$ cat src/rtl/iter_multiplier_pkg.sv
// Shared definitions for the iterative shift-add multiplier.
// The ITER_MUL_EARLY_TERM_EN option is handled in the top-level module.
package mul_pkg;

  localparam int WIDTH_DEF = 32;

  typedef enum logic [1:0] {
    IDLE = 2'd0,
    RUN  = 2'd1,
    DONE = 2'd2
  } state_t;

  function automatic int cnt_w(input int w);
    return $clog2(w + 1);
  endfunction

  localparam int CNT_W = cnt_w(WIDTH_DEF);

endpackage

$ cat src/rtl/iter_multiplier_if.sv
// Operand/result bundle between a requester (master) and the multiplier (slave).
// Handshake: start is accepted on a rising edge where busy=0; ready pulses for one
// cycle when product becomes valid, and product then holds until the next accepted start.
interface mul_if #(parameter int WIDTH = mul_pkg::WIDTH_DEF);
  logic [WIDTH-1:0]   multiplicand;
  logic [WIDTH-1:0]   multiplier;
  logic               start;
  logic [2*WIDTH-1:0] product;
  logic               busy;
  logic               ready;

  modport master (
    output multiplicand, multiplier, start,
    input  product, busy, ready
  );

  modport slave (
    input  multiplicand, multiplier, start,
    output product, busy, ready
  );
endinterface

$ cat src/rtl/iter_multiplier_step.sv
// One combinational shift-add iteration of the multiplier datapath.
module mul_step #(
  parameter int WIDTH = 32
) (
  input  logic [2*WIDTH-1:0] acc_i,
  input  logic [2*WIDTH-1:0] a_i,
  input  logic [WIDTH-1:0]   b_i,
  output logic [2*WIDTH-1:0] acc_o,
  output logic [2*WIDTH-1:0] a_o,
  output logic [WIDTH-1:0]   b_o
);
  always_comb begin
    acc_o = b_i[0] ? (acc_i + a_i) : acc_i;
    a_o   = a_i << 1;
    b_o   = b_i >> 1;
  end
endmodule

$ cat src/rtl/iter_multiplier.sv
// Iterative unsigned multiplier, one shift-add per RUN cycle.
// Define ITER_MUL_EARLY_TERM_EN to leave RUN as soon as the multiplier register empties.
module iter_multiplier
  import mul_pkg::*;
#(
  parameter int WIDTH = WIDTH_DEF
) (
  input  logic   clk,
  input  logic   clrn,
  mul_if.slave   bus,
  output state_t state_dbg
);
  localparam int CW = cnt_w(WIDTH);

  state_t             state_q,   state_d;
  logic [2*WIDTH-1:0] a_q,       a_d;
  logic [WIDTH-1:0]   b_q,       b_d;
  logic [2*WIDTH-1:0] acc_q,     acc_d;
  logic [CW-1:0]      cnt_q,     cnt_d;
  logic [2*WIDTH-1:0] product_q, product_d;

  logic [2*WIDTH-1:0] acc_step, a_step;
  logic [WIDTH-1:0]   b_step;
  logic               accept, last_iter;

  mul_step #(.WIDTH(WIDTH)) u_step (
    .acc_i (acc_q),
    .a_i   (a_q),
    .b_i   (b_q),
    .acc_o (acc_step),
    .a_o   (a_step),
    .b_o   (b_step)
  );

  always_comb begin
    accept = bus.start && (state_q != RUN);
`ifdef ITER_MUL_EARLY_TERM_EN
    last_iter = (b_step == '0);
`else
    last_iter = (cnt_q == CW'(WIDTH - 1));
`endif
  end

  always_comb begin
    state_d   = state_q;
    a_d       = a_q;
    b_d       = b_q;
    acc_d     = acc_q;
    cnt_d     = cnt_q;
    product_d = product_q;
    case (state_q)
      IDLE, DONE: begin
        if (accept) begin
          state_d = RUN;
          a_d     = {{WIDTH{1'b0}}, bus.multiplicand};
          b_d     = bus.multiplier;
          acc_d   = '0;
          cnt_d   = '0;
        end else if (state_q == DONE) begin
          state_d = IDLE;
        end
      end
      RUN: begin
        a_d   = a_step;
        b_d   = b_step;
        acc_d = acc_step;
        cnt_d = cnt_q + CW'(1);
        // Product register captures the final sum on the way into DONE.
        if (last_iter) begin
          state_d   = DONE;
          product_d = acc_step;
        end
      end
      default: state_d = IDLE;
    endcase
  end

  always_ff @(posedge clk or negedge clrn) begin
    if (!clrn) begin
      state_q   <= IDLE;
      a_q       <= '0;
      b_q       <= '0;
      acc_q     <= '0;
      cnt_q     <= '0;
      product_q <= '0;
    end else begin
      state_q   <= state_d;
      a_q       <= a_d;
      b_q       <= b_d;
      acc_q     <= acc_d;
      cnt_q     <= cnt_d;
      product_q <= product_d;
    end
  end

  assign bus.product = product_q;
  assign bus.busy    = (state_q == RUN);
  assign bus.ready   = (state_q == DONE);
  assign state_dbg   = state_q;
endmodule

$ cat src/flat_wrapper.sv
// flat-port wrapper written by rule: the top's interface ports become plain ports
module iter_multiplier_flat import mul_pkg::*;
#(
  parameter int WIDTH = WIDTH_DEF
)
  (clk, clrn, state_dbg, bus_multiplicand, bus_multiplier, bus_start, bus_product, bus_busy, bus_ready);
  mul_if #(.WIDTH(WIDTH)) bus_i ();
  input  logic clk;
  input  logic clrn;
  output state_t state_dbg;
  input wire logic [$bits(bus_i.multiplicand)-1:0] bus_multiplicand;
  input wire logic [$bits(bus_i.multiplier)-1:0] bus_multiplier;
  input wire logic [$bits(bus_i.start)-1:0] bus_start;
  output wire logic [$bits(bus_i.product)-1:0] bus_product;
  output wire logic [$bits(bus_i.busy)-1:0] bus_busy;
  output wire logic [$bits(bus_i.ready)-1:0] bus_ready;
  assign bus_i.multiplicand = bus_multiplicand;
  assign bus_i.multiplier = bus_multiplier;
  assign bus_i.start = bus_start;
  assign bus_product = bus_i.product;
  assign bus_busy = bus_i.busy;
  assign bus_ready = bus_i.ready;
  iter_multiplier #(.WIDTH(WIDTH)) u_core (.clk(clk), .clrn(clrn), .bus(bus_i), .state_dbg(state_dbg));
endmodule
$ cat config.mk
export PLATFORM = sky130hd
export DESIGN_NAME = iter_multiplier_flat
export DESIGN_NICKNAME = d
export VERILOG_FILES = /design/src/rtl/iter_multiplier_pkg.sv /design/src/rtl/iter_multiplier_if.sv /design/src/rtl/iter_multiplier_step.sv /design/src/rtl/iter_multiplier.sv /design/src/flat_wrapper.sv
export SDC_FILE = /design/constraint.sdc
export NUM_CORES = 1
export LEC_CHECK = 0
export CAP_MARGIN = 20
export CORE_ASPECT_RATIO = 0.75
export CORE_MARGIN = 3
export CORE_UTILIZATION = 59
export DETAILED_ROUTE_END_ITERATION = 7
export GPL_TIMING_DRIVEN = 0
export MAX_ROUTING_LAYER = met4
export PLACE_DENSITY = 0.88
export SLEW_MARGIN = 20
export SYNTH_ARGS = -nofsm -noshare
export SYNTH_HDL_FRONTEND = slang
export SYNTH_HIERARCHICAL = 1
export SYNTH_SLANG_ARGS = --single-unit
$ cat constraint.sdc
create_clock -name clk -period 4.5 [get_ports clk]
set_input_delay 0.675 -clock clk [delete_from_list [all_inputs] [get_ports clk]]
set_output_delay 0.675 -clock clk [all_outputs]
set_load 0.01 [all_outputs]
==> results.yml <==
clock_tree:
  ctsResizeCount: 0
  cts_setup_buffers: 0
  numClockSinks: 232
  clk_pin_slew_ns: 0.06
  numCtsBuffers: 24
  root_buffer: "clkbuf_16"
  cts_htree_levels: 1
  clk_path_buf_depth: 3
  clk_latency_ns: 0.53
  postCtsHoldBufs: 0
  cts_tree: "built"
sta:
  timing.fmax_mhz: 232
  hold_violations: 0
  max_slew_margin_pct: 48.5
  skew_ns: 0.0105
  slew_viol_final: 0
  fin_crit_sh_pct: 96.0
  worst_slew_pin_slew_ns: 0.773
  setup-violations-final: 0
  rsz0062_at_grt: "no"
  whs_ns: 0.126
  period_minus_slack_ns: 4.32
synth:
  synth_edf_count: 0
  synth_simple_gate_area_share_pct: 11.6
  yosysWarnings: 6
  async_flop_share_pct: 100
  synth_top_family_by_area: "compound AO/OA/AOI/OAI gates"
  yosysMostFrequentCell: "dfrtp_1"
  synth_compound_gate_area_share_pct: 20.3
  synth_top_cell_by_area: "dfrtp_1"
  synth_area_um2: 14500
  synth_seq_cells: 232
  synth_cell_types: 70
  synth_xor_area_share_pct: 3.43
  synth_adder_area_share_pct: 5.65
  synth_seq_area_share_pct: 39.9
  synth_common_cells: "dfrtp_1 (232), nand2_1 (176), nor2_1 (106)"
  synth_area_leaders: "dfrtp_1 (40%), a22o_1 (6.0%), ha_1 (5.5%), mux2_2 (5.3%), buf_4 (5.1%)"
  synth-main-ff-cell: "dfrtp_1"
  synth.top_cell.area_share_pct: 39.9
  synth.mux.area_fraction_pct: 10.5
  synth_cells: 1485
  synth_area_per_cell_um2: 9.79
worst_setup_path:
  critPathRequiredTime_ns: 4.91
  path_max_fanout: 5
  reg2reg_slack_ns: 0.18
  critPathCaptureType: "flop"
  cp.arrival_ns: 4.73
  critPathLaunchType: "flop"
  critPathKind: "reg -> reg"
global_routing:
  grt_pass1_vias: 11600
  globalRouteTotalUtil_pct: 29.4
  grt-ovfl-total: 0
  grt_max_degree: 90
  antenna_found_initial: 0
  grt_pass1_wl_mm: 62.0
die:
  rows: 49
  dieHeight_um: 142
  die_w_um: 187
  ios: 135
  core_um2: 24100
  die_area_um2: 26600
  start_util_pct: 60.3
routing:
  routed_wl_mm: 38.8
  ant_nets: 0
  first_pass_iters: 6
  drt_iter0_drc: 1104
  avgViaCountPerCell: 6.05
  vias: 12100
  post-route-drc-count: 0
  wl_per_cell_um: 19.4
status:
  status: "complete, no violations"
final_layout:
  fin_cells: 1996
  fill_cells: 1768
  register_area_um2: 5810
  antenna_cells: 0
  syn2layout_area_growth_pct: 17.7
  nets: 1780
  drive_gt1_share_pct: 18.0
  multi_input_area_um2: 7490
pwr:
  cellLeakagePower_nw: 8.00
  p_comb_share_pct: 64.5
  switching_power_w: 0.00714
  switching_share_pct: 43.8
  clkPwrFrac_pct: 11.8
  power.internal_w: 0.00917
  sequentialPowerShare_pct: 23.6
  cellPowerDensity_nw_per_um2: 953
  finalPower_w: 0.0163
  irDropWorstVdd_mv: 0.552
run:
  cap_viol_max_count: 0
hold_path:
  hp-class: "in -> async"
placed_design:
  dp_hpwl_mm: 28.8
  dpl.cell_count: 1953
  port_buffers: 134
  gp_congestion: 0.968
critical path, stage by stage (launching register included):
cell and delay, ns:
dfrtp_1 0.41, ha_1 0.40, nand2_1 0.12, o21ai_0 0.55
a211oi_1 0.24, a211oi_1 0.52, o2111ai_1 0.31, and3_1 0.34
o21bai_1 0.40, a21oi_1 0.19, xnor2_1 0.16, mux2_2 0.29
mux2_4 0.27
cell families (layout without fill, tap and decap cells):
family | after synthesis | count (layout)
buffers and inverters | 211 | 390
multiplexers | 120 | 120
flip-flops | 232 | 232
other | 1 | 2
XOR/XNOR | 57 | 57
AO/OA/AOI/OAI | 415 | 415
adder cells (fa/ha/maj) | 65 | 65
AND/OR/NAND/NOR | 384 | 384
state kept, by name, indices dropped and copies added, names as in the netlist:
signal / flops
u_core/a_q: 64
u_core/acc_q: 64
u_core/bus.product: 64
u_core/b_q: 32
u_core/cnt_q: 6
u_core/state_dbg: 2
metrics by stage:
step                instance area [um2]  worst slack [ns]  util, %   TNS, ns
global placement                  16300             -6.99     67.6  -1614.55
finish                            17100             0.182     71.0         0
global route                      17100             0.174     71.0         0
CTS                               17100             0.424     71.0         0
floorplan                         14500              1.20        -         0
detailed placement                16400             0.446     67.9         0
final cells by class:
cell class	count	share of cell area, %
Buffer	190	6.79
Timing Repair Buffer	136	8.19
Clock buffer	35	3.93
Clock inverter	8	0.483
Inverter	21	0.475
Sequential cell	232	33.9
Multi-Input combinational cell	1043	43.8
Tap cell	331	2.42
layer usage:
layer	up-vias	share of wire (%)	global-route usage, %
met3	78	7.8	4.60
met2	515	43	43.0
met4	0	2.9	8.15
li1	5602	-	-
met5	-	0	-
met1	5883	47	42.8
power groups by stage:
stage          clock, W  sequential [W]  combinational, W
2_1_floorplan         0         0.00372           0.00768
3_3_place_gp          0         0.00382           0.00993
3_5_place_dp          0         0.00385            0.0102
4_1_cts         0.00195         0.00384            0.0103
5_1_grt         0.00203         0.00397            0.0115
6_report        0.00193         0.00385            0.0105
worst paths after layout:
path,end,startpoint,cells after the start
max,u_core/bus.product[53],u_core/a_q[7],12
min,u_core/a_q[19],clrn,1
max reg2reg,u_core/bus.product[53],u_core/a_q[7],12
min reg2reg,u_core/bus.product[63],u_core/bus.product[63],1
max in group asynchronous,u_core/a_q[46],clrn,2
min in group clk,u_core/bus.product[63],u_core/bus.product[63],1
placed cells by master, fill, tap and decap left out, drive strengths merged, types with 39 or more instances in the layout:
cell / n
dfrtp: 232
nand2: 176
buf: 142
clkdlybuf4s50: 133
mux2: 117
nor2: 108
a22o: 99
clkbuf: 86
a21oi: 80
ha: 64
a31oi: 60
a21o: 47
o21ai: 46
xnor2: 39
Power figures use the tool's default switching activity.
